$ cat src/rtl/deint_mem_dpath_if.sv
// Bus between the deinterleaver data path and its environment: address-generator
// strobes, upstream symbol handshake, SRAM data lines and the downstream FIFO port.
interface deint_mem_dpath_if #(
    parameter int DW = 8
);
    logic          en_in;
    logic          nwrt;
    logic          nce;
    logic [DW-1:0] din;
    logic          din_valid;
    logic          din_ready;
    logic [DW-1:0] mem_wdata;
    logic [DW-1:0] mem_rdata;
    logic [DW-1:0] dout;
    logic          dout_valid;
    logic          dout_ready;
    logic          dout_sync;
    logic          underrun;
    logic          overflow;

    modport slave (
        input  en_in, nwrt, nce, din, din_valid, mem_rdata, dout_ready,
        output din_ready, mem_wdata, dout, dout_valid, dout_sync, underrun, overflow
    );

    modport master (
        output en_in, nwrt, nce, din, din_valid, mem_rdata, dout_ready,
        input  din_ready, mem_wdata, dout, dout_valid, dout_sync, underrun, overflow
    );
endinterface

$ cat src/rtl/deint_mem_dpath.sv
// Deinterleaver SRAM data path: write-data holding register, read capture with
// initial flush, and a small first-word-fall-through output FIFO with packet sync.
module deint_mem_dpath #(
    parameter int DW          = 8,
    parameter int FLUSH_SYMS  = 12288,
    parameter int FIFO_DEPTH  = 4,
    parameter int SYNC_PERIOD = 204
) (
    input  logic              clk,
    input  logic              rst,
    deint_mem_dpath_if.slave  bus
);
    localparam int FW = $clog2(FLUSH_SYMS + 1);
    localparam int AW = $clog2(FIFO_DEPTH);
    localparam int CW = $clog2(FIFO_DEPTH + 1);
    localparam int SW = $clog2(SYNC_PERIOD);
    localparam logic [FW-1:0] FLUSH_MAX = FW'(FLUSH_SYMS);
    localparam logic [CW-1:0] FIFO_MAX  = CW'(FIFO_DEPTH);
    localparam logic [SW-1:0] SYNC_LAST = SW'(SYNC_PERIOD - 1);

    logic          r_hold_full;
    logic [DW-1:0] r_hold;
    logic          r_rd_pend;
    logic [FW-1:0] r_flush_cnt;
    logic [AW-1:0] r_wptr;
    logic [AW-1:0] r_rptr;
    logic [CW-1:0] r_count;
    logic [SW-1:0] r_sync_cnt;
    logic          r_underrun;
    logic          r_overflow;
    logic [DW-1:0] r_mem [FIFO_DEPTH];

    logic w_wr_cyc;
    logic w_rd_cyc;
    logic w_load;
    logic w_flush_done;
    logic w_empty;
    logic w_full;
    logic w_push;
    logic w_pop;
    logic w_accept;

    assign w_wr_cyc     = ~bus.nce & ~bus.nwrt;
    assign w_rd_cyc     = ~bus.nce &  bus.nwrt;
    assign w_load       = bus.din_valid & ~r_hold_full;
    assign w_flush_done = (r_flush_cnt == FLUSH_MAX);
    assign w_empty      = (r_count == '0);
    assign w_full       = (r_count == FIFO_MAX);
    assign w_push       = bus.en_in & r_rd_pend & w_flush_done;
    assign w_pop        = ~w_empty & w_flush_done & bus.dout_ready;
    // A pop on the same edge frees the slot, so a full FIFO still accepts.
    assign w_accept     = w_push & (~w_full | w_pop);

    assign bus.din_ready  = ~r_hold_full;
    assign bus.mem_wdata  = (w_wr_cyc && r_hold_full) ? r_hold : '0;
    assign bus.dout       = r_mem[r_rptr];
    assign bus.dout_valid = ~w_empty & w_flush_done;
    assign bus.dout_sync  = bus.dout_valid & (r_sync_cnt == '0);
    assign bus.underrun   = r_underrun;
    assign bus.overflow   = r_overflow;

    // NOTE: state registers use non-blocking assignments so every process sees pre-edge values.
    always_ff @(posedge clk or posedge rst) begin
        if (rst) begin
            r_hold_full <= 1'b0;
            r_hold      <= '0;
        end else if (!bus.en_in) begin
            r_hold_full <= 1'b0;
        end else if (w_load) begin
            r_hold_full <= 1'b1;
            r_hold      <= bus.din;
        end else if (w_wr_cyc) begin
            r_hold_full <= 1'b0;
        end
    end

    always_ff @(posedge clk or posedge rst) begin
        if (rst) begin
            r_rd_pend   <= 1'b0;
            r_flush_cnt <= '0;
        end else if (!bus.en_in) begin
            r_rd_pend   <= 1'b0;
            r_flush_cnt <= '0;
        end else begin
            r_rd_pend <= w_rd_cyc;
            if (r_rd_pend && !w_flush_done)
                r_flush_cnt <= r_flush_cnt + FW'(1);
        end
    end

    always_ff @(posedge clk or posedge rst) begin
        if (rst) begin
            r_wptr     <= '0;
            r_rptr     <= '0;
            r_count    <= '0;
            r_sync_cnt <= '0;
        end else if (!bus.en_in) begin
            r_wptr     <= '0;
            r_rptr     <= '0;
            r_count    <= '0;
            r_sync_cnt <= '0;
        end else begin
            if (w_accept)
                r_wptr <= r_wptr + AW'(1);
            if (w_pop) begin
                r_rptr     <= r_rptr + AW'(1);
                r_sync_cnt <= (r_sync_cnt == SYNC_LAST) ? '0 : r_sync_cnt + SW'(1);
            end
            if (w_accept && !w_pop)
                r_count <= r_count + CW'(1);
            else if (!w_accept && w_pop)
                r_count <= r_count - CW'(1);
        end
    end

    // NOTE: the storage array is not reset; r_count alone decides which entries are live.
    always_ff @(posedge clk) begin
        if (w_accept)
            r_mem[r_wptr] <= bus.mem_rdata;
    end

    always_ff @(posedge clk or posedge rst) begin
        if (rst) begin
            r_underrun <= 1'b0;
            r_overflow <= 1'b0;
        end else begin
            if (w_wr_cyc && !r_hold_full)
                r_underrun <= 1'b1;
            if (w_push && w_full && !w_pop)
                r_overflow <= 1'b1;
        end
    end
endmodule

$ cat src/flat_wrapper.sv
// flat-port wrapper written by rule: the top's interface ports become plain ports
module deint_mem_dpath_flat 
#(
    parameter int DW          = 8,
    parameter int FLUSH_SYMS  = 12288,
    parameter int FIFO_DEPTH  = 4,
    parameter int SYNC_PERIOD = 204
)
  (clk, rst, bus_en_in, bus_nwrt, bus_nce, bus_din, bus_din_valid, bus_mem_rdata, bus_dout_ready, bus_din_ready, bus_mem_wdata, bus_dout, bus_dout_valid, bus_dout_sync, bus_underrun, bus_overflow);
  deint_mem_dpath_if #(.DW(DW)) bus_i ();
  input  logic clk;
  input  logic rst;
  input wire logic [$bits(bus_i.en_in)-1:0] bus_en_in;
  input wire logic [$bits(bus_i.nwrt)-1:0] bus_nwrt;
  input wire logic [$bits(bus_i.nce)-1:0] bus_nce;
  input wire logic [$bits(bus_i.din)-1:0] bus_din;
  input wire logic [$bits(bus_i.din_valid)-1:0] bus_din_valid;
  input wire logic [$bits(bus_i.mem_rdata)-1:0] bus_mem_rdata;
  input wire logic [$bits(bus_i.dout_ready)-1:0] bus_dout_ready;
  output wire logic [$bits(bus_i.din_ready)-1:0] bus_din_ready;
  output wire logic [$bits(bus_i.mem_wdata)-1:0] bus_mem_wdata;
  output wire logic [$bits(bus_i.dout)-1:0] bus_dout;
  output wire logic [$bits(bus_i.dout_valid)-1:0] bus_dout_valid;
  output wire logic [$bits(bus_i.dout_sync)-1:0] bus_dout_sync;
  output wire logic [$bits(bus_i.underrun)-1:0] bus_underrun;
  output wire logic [$bits(bus_i.overflow)-1:0] bus_overflow;
  assign bus_i.en_in = bus_en_in;
  assign bus_i.nwrt = bus_nwrt;
  assign bus_i.nce = bus_nce;
  assign bus_i.din = bus_din;
  assign bus_i.din_valid = bus_din_valid;
  assign bus_i.mem_rdata = bus_mem_rdata;
  assign bus_i.dout_ready = bus_dout_ready;
  assign bus_din_ready = bus_i.din_ready;
  assign bus_mem_wdata = bus_i.mem_wdata;
  assign bus_dout = bus_i.dout;
  assign bus_dout_valid = bus_i.dout_valid;
  assign bus_dout_sync = bus_i.dout_sync;
  assign bus_underrun = bus_i.underrun;
  assign bus_overflow = bus_i.overflow;
  deint_mem_dpath #(.DW(DW), .FLUSH_SYMS(FLUSH_SYMS), .FIFO_DEPTH(FIFO_DEPTH), .SYNC_PERIOD(SYNC_PERIOD)) u_core (.clk(clk), .rst(rst), .bus(bus_i));
endmodule
$ cat config.mk
export PLATFORM = sky130hd
export DESIGN_NAME = deint_mem_dpath_flat
export DESIGN_NICKNAME = d
export VERILOG_FILES = /design/src/rtl/deint_mem_dpath_if.sv /design/src/rtl/deint_mem_dpath.sv /design/src/flat_wrapper.sv
export SDC_FILE = /design/constraint.sdc
export NUM_CORES = 1
export LEC_CHECK = 0
export ABC_CLOCK_PERIOD_IN_PS = 5350
export CAP_MARGIN = 20
export CELL_PAD_IN_SITES_DETAIL_PLACEMENT = 1
export CELL_PAD_IN_SITES_GLOBAL_PLACEMENT = 2
export CORE_UTILIZATION = 40
export CTS_CLUSTER_SIZE = 24
export DETAILED_ROUTE_END_ITERATION = 8
export PLACE_DENSITY = 0.85
export SETUP_SLACK_MARGIN = 0.15
export SLEW_MARGIN = 20
export SYNTH_ARGS = -nofsm -noshare
export SYNTH_HDL_FRONTEND = slang
export SYNTH_SLANG_ARGS = --single-unit
$ cat constraint.sdc
create_clock -name clk -period 5.35 [get_ports clk]
set_input_delay 1.07 -clock clk [delete_from_list [all_inputs] [get_ports clk]]
set_output_delay 1.07 -clock clk [all_outputs]
set_load 0.1 [all_outputs]
# --- Word-level counts from Yosys, hierarchy flattened ---
# Memories as Yosys holds them, arrays and structs flattened.
# Index checks and enable logic that the tools add are counted.
op_classes:
  addsub: 6
  n_eq_ne: 8
  n_mux: 19
  n_bitwise: 15
  reduce_logical: 14
op_table:
  columns: ["op", "count"]
  rows:
  - ["$mux 8", 4]
  - ["$mux 14", 2]
  - ["$add 14x1->14 const B", 1]
  - ["$eq 14x14->1 const B", 1]
  - ["$and 1x1->1", 9]
  - ["$mux 3", 3]
  - ["$add 8x1->8 const B", 1]
  - ["$eq 8x8->1 const B", 1]
  - ["$logic_not 8->1", 1]
  - ["$mux 2", 4]
  - ["$logic_and 1x1->1", 7]
  - ["$mux 1", 6]
  - ["$ne 2x1->1 const B", 3]
  - ["$ne 3x1->1 const B", 2]
  - ["$not 1->1", 5]
  - ["$add 2x1->2 const B", 2]
  - ["$logic_not 1->1", 4]
  - ["$add 3x1->3 const B", 1]
  - ["$eq 3x3->1 const B", 1]
  - ["$logic_not 3->1", 1]
  - ["$sub 3x1->3 const B", 1]
  - ["$reduce_and 2->1", 1]
  - ["$or 1x1->1", 1]
word_totals:
  register_bits: 41
  mem_bits_rw: 32
  in_bits: 23
  out_inout_bits: 21
  word_cells: 73
  mem_count: 1
memory_table:
  columns: ["memory", "depth", "width", "rd", "rd_ports_with_merged_regs", "write_ports", "line", "rtl"]
  rows:
  - ["u_core.r_mem", 4, 8, 1, 0, 1, "deint_mem_dpath.sv:31", "logic [DW-1:0] r_mem [FIFO_DEPTH];"]

# --- Longest topological paths before layout ---
# Gate-level depths: netlist of run 1.
depth:
  depth_word: 11
  mapped_depth: 12
  ltp_nobuf: 10

# --- Least setup slack after synthesis of run 1 ---
# Ideal clock, no wire load.
synth_path:
  kind: "register to output"
  start: "register u_core.r_flush_cnt[0]"
  end: "output port bus_dout_sync"
  arrival_time_ns: 3.402
  required_time_ns: 4.280
  path_slack_ns: 0.878
  path_stages_with_launch: 8
  n_path_buf: 1
  path_cell_list: "dfrtp_1 -> inv_1 -> ha_1 -> and4bb_2 -> nand4_2 -> buf_2 -> nor2_1 -> and3_1"
synth_between:
  elab_chain_len: 3
synth_rtl:
  columns: ["item", "line", "rtl"]
  rows:
  - ["start, declared", "deint_mem_dpath.sv:24", "logic [FW-1:0] r_flush_cnt;"]
  - ["start signal, assigned", "deint_mem_dpath.sv:87", "r_flush_cnt <= r_flush_cnt + FW'(1);"]
  - ["$eq 14x14->1", "deint_mem_dpath.sv:46", "assign w_flush_done = (r_flush_cnt == FLUSH_MAX);"]
  - ["$and 1x1->1", "deint_mem_dpath.sv:57", "assign bus.dout_valid = ~w_empty & w_flush_done;"]
  - ["via bus_dout_valid", "flat_wrapper.sv:23", "output wire logic [$bits(bus_i.dout_valid)-1:0] bus_dout_valid;"]
  - ["$and 1x1->1", "deint_mem_dpath.sv:58", "assign bus.dout_sync = bus.dout_valid & (r_sync_cnt == '0);"]
  - ["end, declared", "flat_wrapper.sv:24", "output wire logic [$bits(bus_i.dout_sync)-1:0] bus_dout_sync;"]
# The timed path passes the listed nets, and every way through them passes these cells.

# --- Worst setup path after layout of run 1 ---
layout_path:
  start: "register u_core.r_flush_cnt[0]"
  end: "output port bus_dout_sync"
layout_between:
  elab_chain_len: 3
layout_rtl:
  columns: ["item", "line"]
  rows:
  - ["$eq 14x14->1", "deint_mem_dpath.sv:46"]
  - ["$and 1x1->1", "deint_mem_dpath.sv:57"]
  - ["$and 1x1->1", "deint_mem_dpath.sv:58"]
# Every way passes these cells.

==> results of run 1 <==
per-layer routing:
metal	routed length [microns]	part of all wire [%]	vias to the layer above
li1	-	-	1123
met3	265	3.4	11
met2	3830	50	48
met4	148	1.9	0
met5	0	0	-
met1	3460	45	1240
final cells by class:
type	instances	area, sq um
fillers	877	4180
flip-flops and latches	73	1990
multi-input cells	174	1350
repair buffers	46	433
well taps	105	131
clock buffers	10	128
inverters	14	52.6
clock inverters	6	43.8
state kept, by name, summed over array words and instances, names as in the netlist:
register,cells
u_core.r_mem,32
u_core.r_flush_cnt,14
u_core.r_hold,8
u_core.r_sync_cnt,8
u_core.r_count,3
u_core.r_rptr,2
u_core.r_wptr,2
u_core.bus.overflow,1
u_core.bus.underrun,1
u_core.r_hold_full,1
u_core.r_rd_pend,1
cells by family (layout without fill, tap and decap cells):
logic type	Yosys count	count (layout)
muxes	17	17
adders and majority gates	9	9
AOI/OAI and AO/OA	48	48
and+or+nand+nor	90	90
DFF	73	73
buffers and inverters	31	76
xor gates and xnor gates	10	10
layout by cell type (no fill, tap or decap), drive strengths merged, types with 3 or more instances in the layout:
cell / n
inv: 14
nand4: 10
a21oi: 13
o21a: 3
nand3: 10
and3: 9
xor2: 8
a31oi: 3
dfrtp: 41
clkinv: 5
o31ai: 5
and2: 8
mux4: 8
nor3: 5
nor4: 3
buf: 11
nand2: 6
mux2: 8
nor2: 18
and4: 3
clkdlybuf4s50: 35
or4: 6
edfxtp: 32
ha: 8
a311oi: 4
or3: 3
o21ai: 10
clkbuf: 10
stage by stage:
step	worst slack, ps	cells	power (uW)
5_1_grt	1120	428	1110
3_5_place_dp	1480	412	694
6_report	1260	428	1070
3_3_place_gp	1610	412	692
2_1_floorplan	878	278	659
4_1_cts	1230	428	1080
power by group through the flow:
stage               combinational [uW]  sequential, uW  clock (uW)
floorplan                         45.8             614           0
global placement                  74.3             617           0
detailed placement                77.4             617           0
CTS                               77.4             606         397
global route                      82.4             608         417
finish                            75.8             606         387
worst max-delay path by stage:
| stage | start | end | slack [ps] | cells past startpoint |
|---|---|---|---|---|
| after floorplan | u_core.r_flush_cnt[0] | bus_dout_sync | 880 | 7 |
| after global placement | bus_nce | bus_mem_wdata[7] | 1610 | 4 |
| after detailed placement | bus_nce | bus_mem_wdata[3] | 1480 | 4 |
| after CTS | u_core.r_flush_cnt[0] | bus_dout_sync | 1230 | 8 |
| after global routing | u_core.r_flush_cnt[0] | bus_dout_sync | 1120 | 8 |
| final | u_core.r_flush_cnt[0] | bus_dout_sync | 1260 | 8 |
Yosys cell counts, types with 2 or more instances:
cell type                  number  area [sq um]
sky130_fd_sc_hd__nand2_1        6          22.5
sky130_fd_sc_hd__or4_1          6          45.0
sky130_fd_sc_hd__xor2_1         8          70.1
sky130_fd_sc_hd__inv_1         13          48.8
sky130_fd_sc_hd__and3_1         9          56.3
sky130_fd_sc_hd__o21a_1         3          22.5
sky130_fd_sc_hd__ha_1           8           100
sky130_fd_sc_hd__a311oi_1       4          35.0
sky130_fd_sc_hd__or3_1          3          18.8
sky130_fd_sc_hd__mux2_2         8          90.1
sky130_fd_sc_hd__nor4_1         2          12.5
sky130_fd_sc_hd__nor2_1        18          67.6
sky130_fd_sc_hd__o21ai_0       10          50.1
sky130_fd_sc_hd__nand3_1       10          50.1
sky130_fd_sc_hd__a41oi_1        2          17.5
sky130_fd_sc_hd__a21oi_1       13          65.1
sky130_fd_sc_hd__nor3_1         4          20.0
sky130_fd_sc_hd__mux4_2         8           180
sky130_fd_sc_hd__and2_1         8          50.1
sky130_fd_sc_hd__a31oi_1        3          18.8
sky130_fd_sc_hd__and4_1         3          26.3
sky130_fd_sc_hd__edfxtp_1      32           961
sky130_fd_sc_hd__nand4_1        9          56.3
sky130_fd_sc_hd__dfrtp_1       41          1030
sky130_fd_sc_hd__buf_2          8          40.0
sky130_fd_sc_hd__nor3b_1        2          15.0
sky130_fd_sc_hd__o31ai_1        5          37.5
sky130_fd_sc_hd__xnor2_1        2          17.5
sky130_fd_sc_hd__nor4b_1        2          17.5
sky130_fd_sc_hd__clkbuf_1       7          26.3
==> impl.org, run 1 <==
** Logic synthesis
- Multiplexer area fraction after synthesis :: under 10%
- Sequential cells were found to cover 57.3% of the synthesized design area.
- Counting every net in the synthesized netlist gives 310.
- After synthesis, the share of flip-flops with an asynchronous set or reset is 56.2%.
- Number of distinct standard cells referenced by the synthesized netlist :: around 50
- Syn Std Cell Area :: between 3000 and 4000 sq um
- Of the total synthesized cell area, the portion taken by XOR and XNOR cells is 2.53%.
- Avg Inst Size Synth :: between 10 and 15 sq um
- After synthesis, the largest family of logic cells by area is simple AND/OR/NAND/NOR gates.
- Number of flops mapped to enable cells by yosys :: 32
- For this run, the leading register cell type out of synthesis is sky130_fd_sc_hd__dfrtp_1.
- Number of warnings printed during yosys synthesis :: 0
- The synthesized netlist devotes 9.06% of its cell area to compound gates.
- Seq cells post-synth :: 73
- The synthesized netlist devotes about 16% of its cell area to simple gates.
- Count of mapped cells out of synthesis :: around 280
- Adder-Cell Fraction of Synth Area :: 3.46%

** Pwr
- IR analysis of the VDD net gives a maximum drop of between 0.1 and 0.15 mV.
- Leakage power total :: roughly 0.0016 uW
- Pwr/cell area :: ~260 nW/um^2
- Net switching power :: ~270 uW
- Combinational group share of total power :: 7.1%
- Proportion of total power due to net switching :: 25.2%
- Per report_power, the sequential group accounts for between 50% and 60% of the total.
- The share of total power dissipated in the clock network is 36.2%.
- Cell internal power was estimated by the tool at around 800 uW.

** Detailed routing
- The pre-antenna-repair detailed-routing pass consisted of 4 iterations.
- In the routed layout, each cell is associated on average with a via count of between 5 and 6.
- Number of nets with antenna violations after detailed routing :: 0
- Remaining DRCs :: 0
- The routed layout has roughly 2.4k vias.
- Dividing the detail-routed wire length by the instance count gives around 18 microns.
- The first routing iteration left 83 violations.
- The final layout contains routed wiring with a total length of between 7000 and 8000 microns.

** GRT
- Total grt overflow :: 0
- Antenna violations before repair :: 0
- Overall routing resource usage :: 19.4%
- Largest net degree at the start of global routing :: between 40 and 50
- Met2 usage :: around a third
- In the global route stage, met3 resource usage came out at ~3.1%.
- Number of global-route vias before repair :: about 2.6k
- After global routing, the most crowded layer is met2.
- Met1 track demand over resource in global routing :: 24.1%
- The first global-routing pass estimated between 10000 and 15000 microns of wire.

** Clocking
- TritonCTS created 9 clock buffers.
- Later-pin clock latency in the skew report :: 360 ps
- The tree is rooted in a sky130_fd_sc_hd__clkbuf_8.
- The longest clock path from root to sink contains 2 buffers.
- After clock tree synthesis, the setup repair step added 0 buffers.
- Hold_buf cts :: 0
- CTS tree :: built
- Number of sinks driven by the clock tree :: between 70 and 80
- Clock slew at reported path FFs :: ~80 ps
- After clock tree synthesis, the repair step resized 0 gates.
- Depth of the CTS H-tree :: 3

** Final layout
- Area delta synth->final :: 18.9%
- The finished cells cover between 4000 and 5000 sq um.
- Layout cells sized above 1 :: roughly 15%
- The net count of the finished layout is 350.
- Cells fill between 40% and 50% of the core in the end.
- Antenna fix cells :: 0

** Critical path
- The number of buffers and inverters on the critical path is 3.
- Maximum single-stage delay on the critical path :: 1130 ps
- STA puts the critical path data required time at about 4300 ps.
- For the worst setup path, the data arrival time is 3020 ps.
- Destination of the worst register-to-register timing path :: u_core.r_count[1]
- The worst register-to-register path begins at u_core.r_flush_cnt[0].
- For this design, the slowest cell found on the critical path is sky130_fd_sc_hd__clkdlybuf4s50_1.
- Grouping stages by cell kind, the critical path spends the most delay in buffers and inverters.
- For the worst flop-to-flop path, the logic depth is 9.
- Path type of the worst setup path :: register to output port
- Kind of launch point of the worst setup path :: register
- Largest fanout on the critical path :: 24
- Cell-by-cell trace of the critical path :: inv_1 > ha_1 > and4bb_2 > nand4_2 > buf_4 > nor2_1 > and3_1 > clkdlybuf4s50_1
- The worst register-to-register path has a setup slack of ~2900 ps.
- Crit path capture type :: output port

** Timing
- Number of failing setup endpoints in the final timing report :: 0
- Worst hold slack after final layout :: roughly 480 ps
- For the pin with the worst max-slew slack, the measured transition is between 900 and 1000 ps.
- Max Clock Freq :: about 240 MHz
- Counting I/O delays and the setup requirement, the final critical path takes 4090 ps.
- The final number of max-transition violations was 0.
- Headroom to the max-slew limit came out at ~34%.
- The hold violation total from the final report is 0.
- Setup Total Neg Slack :: 0 ps
- Maximum clock skew at final layout :: between 10 and 15 ps
- The final critical path takes up 76.5% of the cycle.
- Setup repair after global routing left no endpoint under its margin.

** Floorplan
- The die is 95.1 microns wide.
- Die Outline Area :: ~9000 sq um
- After floorplanning, the core was divided into 33 placement rows.
- Core region area :: ~8300 sq um
- Io pins :: 44
- Starting density of the core :: about two fifths
- Die boundary height :: ~95 microns

** Outcome
- The flow ran to the end, and the final reports show no timing, DRC or antenna violations.

** Placed design
- During placement, the flow inserted port buffers numbering 43.
- Post-detailed-placement cell area :: 3950 sq um
- At the end of routability-driven placement, the weighted congestion stood at 0.728.
- After legalization and detailed placement, the total HPWL measured roughly 5300 microns.

** Hold path
- In this run the worst hold path is classified as register to register.
- Along the worst hold path, the cell count comes to 1.
- In this run the most critical hold path is launched from u_core.bus.underrun.
- Endpoint of the worst hold path :: u_core.bus.underrun

** Job
- Max-cap violations in this run came to 0.
Note: power is estimated with default switching activity, not from simulation.
==> inputs of run 2 (changes only) <==
--- a/config.mk
+++ b/config.mk
@@ -5,14 +5,14 @@
 export SDC_FILE = /design/constraint.sdc
 export NUM_CORES = 1
 export LEC_CHECK = 0
-export ABC_CLOCK_PERIOD_IN_PS = 5350
+export ABC_CLOCK_PERIOD_IN_PS = 3900
 export CAP_MARGIN = 20
 export CELL_PAD_IN_SITES_DETAIL_PLACEMENT = 1
 export CELL_PAD_IN_SITES_GLOBAL_PLACEMENT = 2
-export CORE_UTILIZATION = 40
+export CORE_UTILIZATION = 37
 export CTS_CLUSTER_SIZE = 24
 export DETAILED_ROUTE_END_ITERATION = 8
-export PLACE_DENSITY = 0.85
+export PLACE_DENSITY = 0.79
 export SETUP_SLACK_MARGIN = 0.15
 export SLEW_MARGIN = 20
 export SYNTH_ARGS = -nofsm -noshare
==> constraint.sdc (replaced) <==
create_clock -name clk -period 3.9 [get_ports clk]
set_input_delay 0.78 -clock clk [delete_from_list [all_inputs] [get_ports clk]]
set_output_delay 0.78 -clock clk [all_outputs]
set_load 0.1 [all_outputs]
==> impl.org, run 2 (same netlist as run 1, synthesis figures left out) <==
** Outcome
- Run status :: finished, final reports clean

** Timing
- Final count of hold timing violations :: 0 (unchanged)
- The slew at the pin closest to its max-slew limit is 978 ps (-6.82 ps).
- The worst-case clock skew is 19.9 ps (+5.56 ps).
- Max Slew Vio Count :: 0 (unchanged)
- Max Clock Freq :: ~330 MHz
- Slew margin rel. :: 34.6% (+0.46 points)
- The aggregate negative setup slack came to 0 ps (unchanged).
- Setup repair after global routing left no endpoint under its margin.
- The setup-violating endpoint count in the final report came to 0 (unchanged).
- Of the available clock period, the critical path in the final layout requires between 70% and 80%.
- Crit path time final :: approximately 3000 ps

** Pwr
- The power share of the combinational group is 7.1% (about the same).
- The largest voltage drop on the vdd net came to 0.154 mV (+26%).
- Clock power share :: 40.3% (+4.1 points)
- The power density over the cells came to 371 nW/um^2 (+43%).
- Net switching power :: 401 uW (+49%)
- Internal power :: 1180 uW (+47%)
- The leakage power was 0.00163 uW (+3.8%).
- The sequential share of power was 52.5% (-4.2 points).
- Proportion of total power due to net switching :: 25.4% (+0.20 points)

** GRT
- Total grt overflow :: 0 (unchanged)
- Global-route wire length before repair :: 13300 microns (+1.9%)
- The number of antenna violations at the first check in global routing was 0 (unchanged).
- The number of global-route vias before repair came to 2628 (+2.7%).
- Overall routing resource usage :: 17.7% (-1.6 points)
- Largest net degree at the start of global routing :: 42 (unchanged)

** Detailed routing
- First-iteration detailed-routing DRC count :: 83 (unchanged)
- Aggregate routed wire length :: 7750 microns (+0.56%)
- Number of nets with antenna violations after detailed routing :: 0 (unchanged)
- Via count :: 2399 (-0.95%)
- Average routed wire per standard cell :: 17.9 microns (-0.60%)
- Number of detailed-routing iterations run before antenna repair :: 4 (unchanged)
- Remaining DRCs :: 0 (unchanged)
- The routed via count divided by cell count was 5.54 (-2.1%).

** Final layout
- Final standard cell count with taps included and fillers excluded :: 433 (+1.2%)
- Leaving out fill and tap cells, the most frequent cell in the layout is sky130_fd_sc_hd__dfrtp_1.
- The proportion of layout cells with a drive suffix above 1 came to 19.4% (+4.2 points).
- Ranked by flip-flop count, first place goes to u_core.r_mem.
- The layout net count came to 352 (+0.57%).
- The top cell types in the final layout, fill and taps aside, are sky130_fd_sc_hd__dfrtp_1, sky130_fd_sc_hd__edfxtp_1, sky130_fd_sc_hd__clkdlybuf4s50_1.
- Top flop regs :: u_core.r_mem: 32 flops, u_core.r_flush_cnt: 14 flops
- Filler Cells Inserted :: 936 (+6.7%)
- Area delta synth->final :: 22.7%
- Cell area after layout :: 4250 sq um (+3.2%)
- Antenna fix cells :: 0 (unchanged)
- The post-layout utilization of the core was 47.8% (-1.8 points).
- Number of flip-flops under the largest register name :: 32 (unchanged)

** Placed design
- Post-detailed-placement cell area :: 4050 sq um (+2.4%)
- RePlAce Congestion :: 0.773 (+6.2%)
- The count of buffers inserted at the top-level ports was 43 (unchanged).
- The half-perimeter wire length of the detailed placement result was 5250 microns (-1.6%).
- Placed Cells :: 417 (+1.2%)

** Clocking
- The clock insertion delay at the later pin of the skew report is 370 ps (about the same).
- TritonCTS built the clock tree.
- Largest buffer count on any clock path :: 2 (unchanged)
- The buffers inserted during post-CTS setup optimization is 0 (unchanged).
- The number of CTS-inserted buffers was 9 (unchanged).
- The sink count of the clock tree is 73 (unchanged).
- The number of instances resized during post-cts repair came to 0 (unchanged).
- Clock tree synthesis selected as its root buffer the cell sky130_fd_sc_hd__clkbuf_8.
- Hold_buf cts :: 0 (unchanged)
- Depth of the CTS H-tree :: 3 (unchanged)
- The clock-pin slew on the worst setup and hold paths was 90 ps (about the same).

** Critical path
- Cell-by-cell trace of the critical path :: inv_1 > ha_1 > and4bb_2 > nand4_2 > nor2_2 > and3_1 > buf_4
- Buffers plus inverters on the worst setup path :: 2 (-1)
- The delay of the slowest critical-path stage is 410 ps (-720 ps).
- In this design, the largest share of critical-path delay is due to simple AND/OR/NAND/NOR gates.
- STA classifies the critical path endpoint as an output port.
- The data arrival at the endpoint of the critical path is 2260 ps (-760 ps).
- Reg-to-Reg Start :: u_core.r_flush_cnt[0]
- Largest fanout on the critical path :: 11 (-54%)
- The required arrival time at the worst endpoint is 3120 ps (-1160 ps).
- Path type of the worst setup path :: register to output port
- STA classifies the critical path startpoint as a register.
- Launch point of the worst path :: u_core.r_flush_cnt[0]
- The largest individual stage delay along the critical path comes from the cell sky130_fd_sc_hd__dfrtp_1.

** Floorplan
- The effective utilization at floorplan was 39.0% (-2.8 points).
- The die width is 98.8 microns (+3.9%).
- Die boundary height :: 98.8 microns (+3.9%)
- Cell Rows :: 34 (+3.0%)
- The area of the core is 8890 sq um (+7.1%).
- Io pins :: 44 (unchanged)
- Die Outline Area :: 9760 sq um (+7.9%)

** Hold path
- Worst hold-check path type :: register to register
- In this run the most critical hold path is launched from u_core.bus.underrun.

** Job
- Max-capacitance violation count :: 0 (unchanged)
[run 2: cell types whose count changed in the layout (fill, tap and decap cells not counted)]
cell,before,now
sky130_fd_sc_hd__nor2_2,0,1
sky130_fd_sc_hd__nor2_1,18,17
sky130_fd_sc_hd__buf_12,0,8
sky130_fd_sc_hd__clkinv_4,2,1
sky130_fd_sc_hd__buf_4,11,15
sky130_fd_sc_hd__inv_8,0,1
sky130_fd_sc_hd__clkdlybuf4s50_1,35,25
sky130_fd_sc_hd__inv_6,1,3
sky130_fd_sc_hd__bufinv_16,0,1
sky130_fd_sc_hd__clkbuf_1,1,0
sky130_fd_sc_hd__clkinv_2,2,0
[run 2: per-layer routing]
layer  track usage (%)  share of wire [%]  wire [microns]
met4              7.23                1.5             118
met1              21.3                 44            3440
met5                 0                  0               0
met3              4.47                3.9             301
met2              30.4                 50            3890
[run 2: worst reg2reg max path: cells and delay by family (launching register included)]
kind	cells	cell delay [ps]
and+or+nand+nor	4	1170
buffers and inverters	2	390
AOI/OAI and AO/OA	1	140
adders and majority gates	2	570
DFF	1	410
[run 2: power groups by stage]
| stage | Combinational [uW] | Sequential, uW | Clock [uW] |
|---|---|---|---|
| final | 113 | 830 | 637 |
| after global routing | 122 | 833 | 686 |
| after CTS | 115 | 830 | 661 |
| after detailed placement | 115 | 846 | 0 |
| after global placement | 112 | 845 | 0 |
| after floorplan | 62.8 | 842 | 0 |
[run 2: area by class of cell]
cell class                 count  area, sq um  share of cell area [%]
clock buffer                   9          124                    2.91
clock inverter                 7         83.8                    1.97
inverter                      14         52.6                    1.24
multi-input combinational    174         1350                    31.7
sequential                    73         1990                    46.7
tap                          108          135                    3.18
timing repair buffer          48          523                    12.3
[run 2: final timing paths]
kind	endpoint	depth (start not counted)	slack, ps
setup / recovery	bus_dout_sync	7	860
hold / removal	u_core.bus.underrun	1	480
setup reg to reg	u_core.r_count[1]	9	1120
hold reg to reg	u_core.bus.underrun	1	480
max in group asynchronous	u_core.r_sync_cnt[2]	3	2650
min in group asynchronous	u_core.r_flush_cnt[1]	3	860
[run 2: metrics by stage]
stage                     setup slack, ps  total power [uW]  hold slack, ps
after floorplan                       231               905             471
after global placement                983               957             453
after detailed placement              937               961             464
after CTS                             816              1610             487
after global routing                  679              1640             498
final                                 863              1580             479
==> inputs of run 3 (changes only) <==
--- a/config.mk
+++ b/config.mk
@@ -5,7 +5,7 @@
 export SDC_FILE = /design/constraint.sdc
 export NUM_CORES = 1
 export LEC_CHECK = 0
-export ABC_CLOCK_PERIOD_IN_PS = 3900
+export ABC_CLOCK_PERIOD_IN_PS = 3100
 export CAP_MARGIN = 20
 export CELL_PAD_IN_SITES_DETAIL_PLACEMENT = 1
 export CELL_PAD_IN_SITES_GLOBAL_PLACEMENT = 2
==> constraint.sdc (replaced) <==
create_clock -name clk -period 3.1 [get_ports clk]
set_input_delay 0.62 -clock clk [delete_from_list [all_inputs] [get_ports clk]]
set_output_delay 0.62 -clock clk [all_outputs]
set_load 0.1 [all_outputs]
==> impl.org, run 3 (same netlist as run 1, synthesis figures left out) <==
** Detailed routing
- Average vias per placed instance :: 5.52 (-0.32%)
- The DRC violations left came to 0 (unchanged).
- The count of vias placed by the detailed router was 2408 (+0.38%).
- The average wire length per cell after detail routing came to 17.1 microns (-4.3%).
- The post-route antenna net violation count was 0 (unchanged).
- The number of optimization iterations in the first detailed-route pass is 4 (unchanged).
- The number of design-rule violations left by the first detailed-router iteration was 85 (+2.4%).
- Aggregate routed wire length :: 7470 microns (-3.6%)

** Final layout
- Area delta synth->final :: 23.9%
- The area of combinational cells with multiple inputs was 1360 sq um (+0.46%).
- Most common cell after layout, fill and taps aside :: sky130_fd_sc_hd__dfrtp_1
- The post-layout instance area came to 4290 sq um (+0.94%).
- Antenna fix cells :: 0 (unchanged)
- The proportion of layout cells with a drive suffix above 1 was 21.3% (+2.0 points).
- Top register by number of flip-flops :: u_core.r_mem
- The number of filler instances in the final layout came to 932 (-0.43%).
- Number of flip-flops under the largest register name :: 32 (unchanged)
- FF/Latch Area :: 1990 sq um (unchanged)
- Top flop regs :: u_core.r_mem: 32 flops, u_core.r_flush_cnt: 14 flops
- The layout net count is 355 (+0.85%).
- In the layout the commonest cells are sky130_fd_sc_hd__dfrtp_1, sky130_fd_sc_hd__edfxtp_1, sky130_fd_sc_hd__clkdlybuf4s50_1.

** Clocking
- The number of CTS-inserted buffers came to 9 (unchanged).
- The buffers inserted during post-CTS setup optimization is 0 (unchanged).
- Hold_buf cts :: 0 (unchanged)
- Clock slew at reported path FFs :: 80 ps (about the same)
- The largest buffer count on any clock path is 2 (unchanged).
- The sink count of the clock tree was 73 (unchanged).
- Root buffer cell :: sky130_fd_sc_hd__clkbuf_8
- CTS tree :: built
- Depth of the CTS H-tree :: 3 (unchanged)
- The number of instances resized during post-cts repair was 0 (unchanged).
- Later-pin clock latency in the skew report :: 350 ps (-20 ps)

** Floorplan
- The area of the core came to 8890 sq um (unchanged).
- The die width came to 98.8 microns (unchanged).
- Io pins :: 44 (unchanged)
- The row count was 34 (unchanged).
- Die boundary height :: 98.8 microns (unchanged)
- Starting density of the core :: 39.0% (unchanged)
- The die area was 9760 sq um (unchanged).

** Placed design
- Dpl hpwl :: 5290 microns (+0.85%)
- Pre-CTS setup slack :: 264 ps (-673 ps)
- Post-detailed-placement cell area :: 4090 sq um (+1.1%)
- RePlAce Congestion :: 0.757 (-2.1%)
- Count of input and output buffers :: 43 (unchanged)

** Hold path
- The startpoint identified for the worst hold timing path is u_core.bus.underrun.
- Worst hold-check path type :: register to register
- The worst hold path terminates at u_core.bus.underrun.
- The cell count of the worst hold path came to 1 (unchanged).

** Outcome
- Run status :: finished, final reports clean

** Critical path
- The endpoint identified for the worst register-to-register timing path is u_core.r_count[1].
- The worst setup path is launched from a register.
- The critical path is of the register to output port type.
- The data arrival at the endpoint of the critical path came to 2150 ps (-110 ps).
- The worst register-to-register path begins at u_core.r_flush_cnt[0].
- Register-to-Register Setup Slack :: 570 ps (-550 ps)
- The critical path starts at u_core.r_flush_cnt[0].
- Required @ worst endpoint :: 2480 ps (-640 ps)
- The biggest fanout along the worst timing path was 10 (-1).
- Crit path capture type :: output port
- The worst reg2reg path depth was 8 (-1).

** Timing
- The worst path uses between 80 and 90% of the clock period.
- The final number of max-transition violations is 0 (unchanged).
- Post-layout worst setup margin :: 328 ps (-535 ps)
- Max Clock Freq :: 361 MHz
- The setup-violating endpoint count in the final report came to 0 (unchanged).
- The slew at the pin closest to its max-slew limit was 600 ps (-378 ps).
- Crit path time final :: 2770 ps
- Setup repair after global routing left no endpoint under its margin.
- Maximum clock skew at final layout :: 12.5 ps (-7.37 ps)
- Setup Total Neg Slack :: 0 ps (unchanged)
- The worst slew slack as a fraction of its limit came to 59.4% (+25 points).
- The hold violation total from the final report came to 0 (unchanged).

** Job
- The number of max-cap violations is 0 (unchanged).

** GRT
- Overall routing resource usage :: 16.7% (-1.0 points)
- Number of global-route vias before repair :: 2542 (-3.3%)
- The global-route wire length before repair is 12600 microns (-5.2%).
- The maximum number of pins on one net before global-route repair came to 42 (unchanged).
- The number of antenna violations at the first check in global routing was 0 (unchanged).
- The total overflow reported by the global router was 0 (unchanged).

** Pwr
- Final Total Pwr :: 1940 uW (+23%)
- Leakage power total :: 0.00165 uW (+1.3%)
- Pwr/cell area :: 452 nW/um^2 (+22%)
- The largest voltage drop on the vdd net is 0.230 mV (+49%).
run 3: cell count changes in the layout (fill, tap and decap cells not counted):
cell                              change
sky130_fd_sc_hd__clkinv_4             +1
sky130_fd_sc_hd__nor2_2               -1
sky130_fd_sc_hd__clkinv_2             +1
sky130_fd_sc_hd__buf_4                +4
sky130_fd_sc_hd__nor2_4               +1
sky130_fd_sc_hd__clkdlybuf4s50_1      -3
sky130_fd_sc_hd__buf_12               +2
sky130_fd_sc_hd__inv_8                -1
sky130_fd_sc_hd__inv_6                -1
sky130_fd_sc_hd__and3_1               -1
sky130_fd_sc_hd__and3_2               +1
run 3: per-stage QoR:
| stage | cells | utilization (%) | hold slack (ps) |
|---|---|---|---|
| 2_1_floorplan | 278 | - | 471 |
| 3_3_place_gp | 420 | 46.0 | 470 |
| 3_5_place_dp | 420 | 46.0 | 475 |
| 4_1_cts | 436 | 48.3 | 494 |
| 5_1_grt | 436 | 48.3 | 516 |
| 6_report | 436 | 48.3 | 493 |
run 3: worst max-delay path: stages, from the launching register on:
cell                       delay, ps
sky130_fd_sc_hd__dfrtp_1         410
sky130_fd_sc_hd__inv_1           100
sky130_fd_sc_hd__ha_1            150
sky130_fd_sc_hd__and4bb_2        240
sky130_fd_sc_hd__nand4_2         260
sky130_fd_sc_hd__nor2_4          240
sky130_fd_sc_hd__and3_2          230
sky130_fd_sc_hd__buf_12          170
run 3: area by class of cell:
cell class | count | area share, %
multi-input combinational | 174 | 31.6
inverter | 14 | 1.22
sequential | 73 | 46.3
clock inverter | 7 | 1.81
tap | 108 | 3.15
clock buffer | 9 | 2.88
timing repair buffer | 51 | 13.1
run 3: worst max-delay path by stage:
| stage | endpoint | slack [ps] |
|---|---|---|
| after floorplan | bus_dout_sync | 200 |
| after global placement | u_core.r_count[1] | 350 |
| after detailed placement | u_core.r_count[1] | 260 |
| after CTS | bus_dout_sync | 290 |
| after global routing | bus_dout_sync | 170 |
| final | bus_dout_sync | 330 |
run 3: routing by layer:
metal | up-vias | global-route usage [%] | part of all wire [%]
li1 | 1133 | - | -
met1 | 1225 | 21.0 | 46
met2 | 40 | 28.2 | 49
met3 | 10 | 4.33 | 3.8
met4 | 0 | 5.51 | 1.2
met5 | - | 0 | 0
run 3: where the power goes:
group / internal, uW / switching, uW / total [uW]
logic: 64.6 / 79.7 / 144
clock network: 378 / 377 / 756
registers: 1030 / 10.0 / 1040
total: 1470 / 467 / 1940
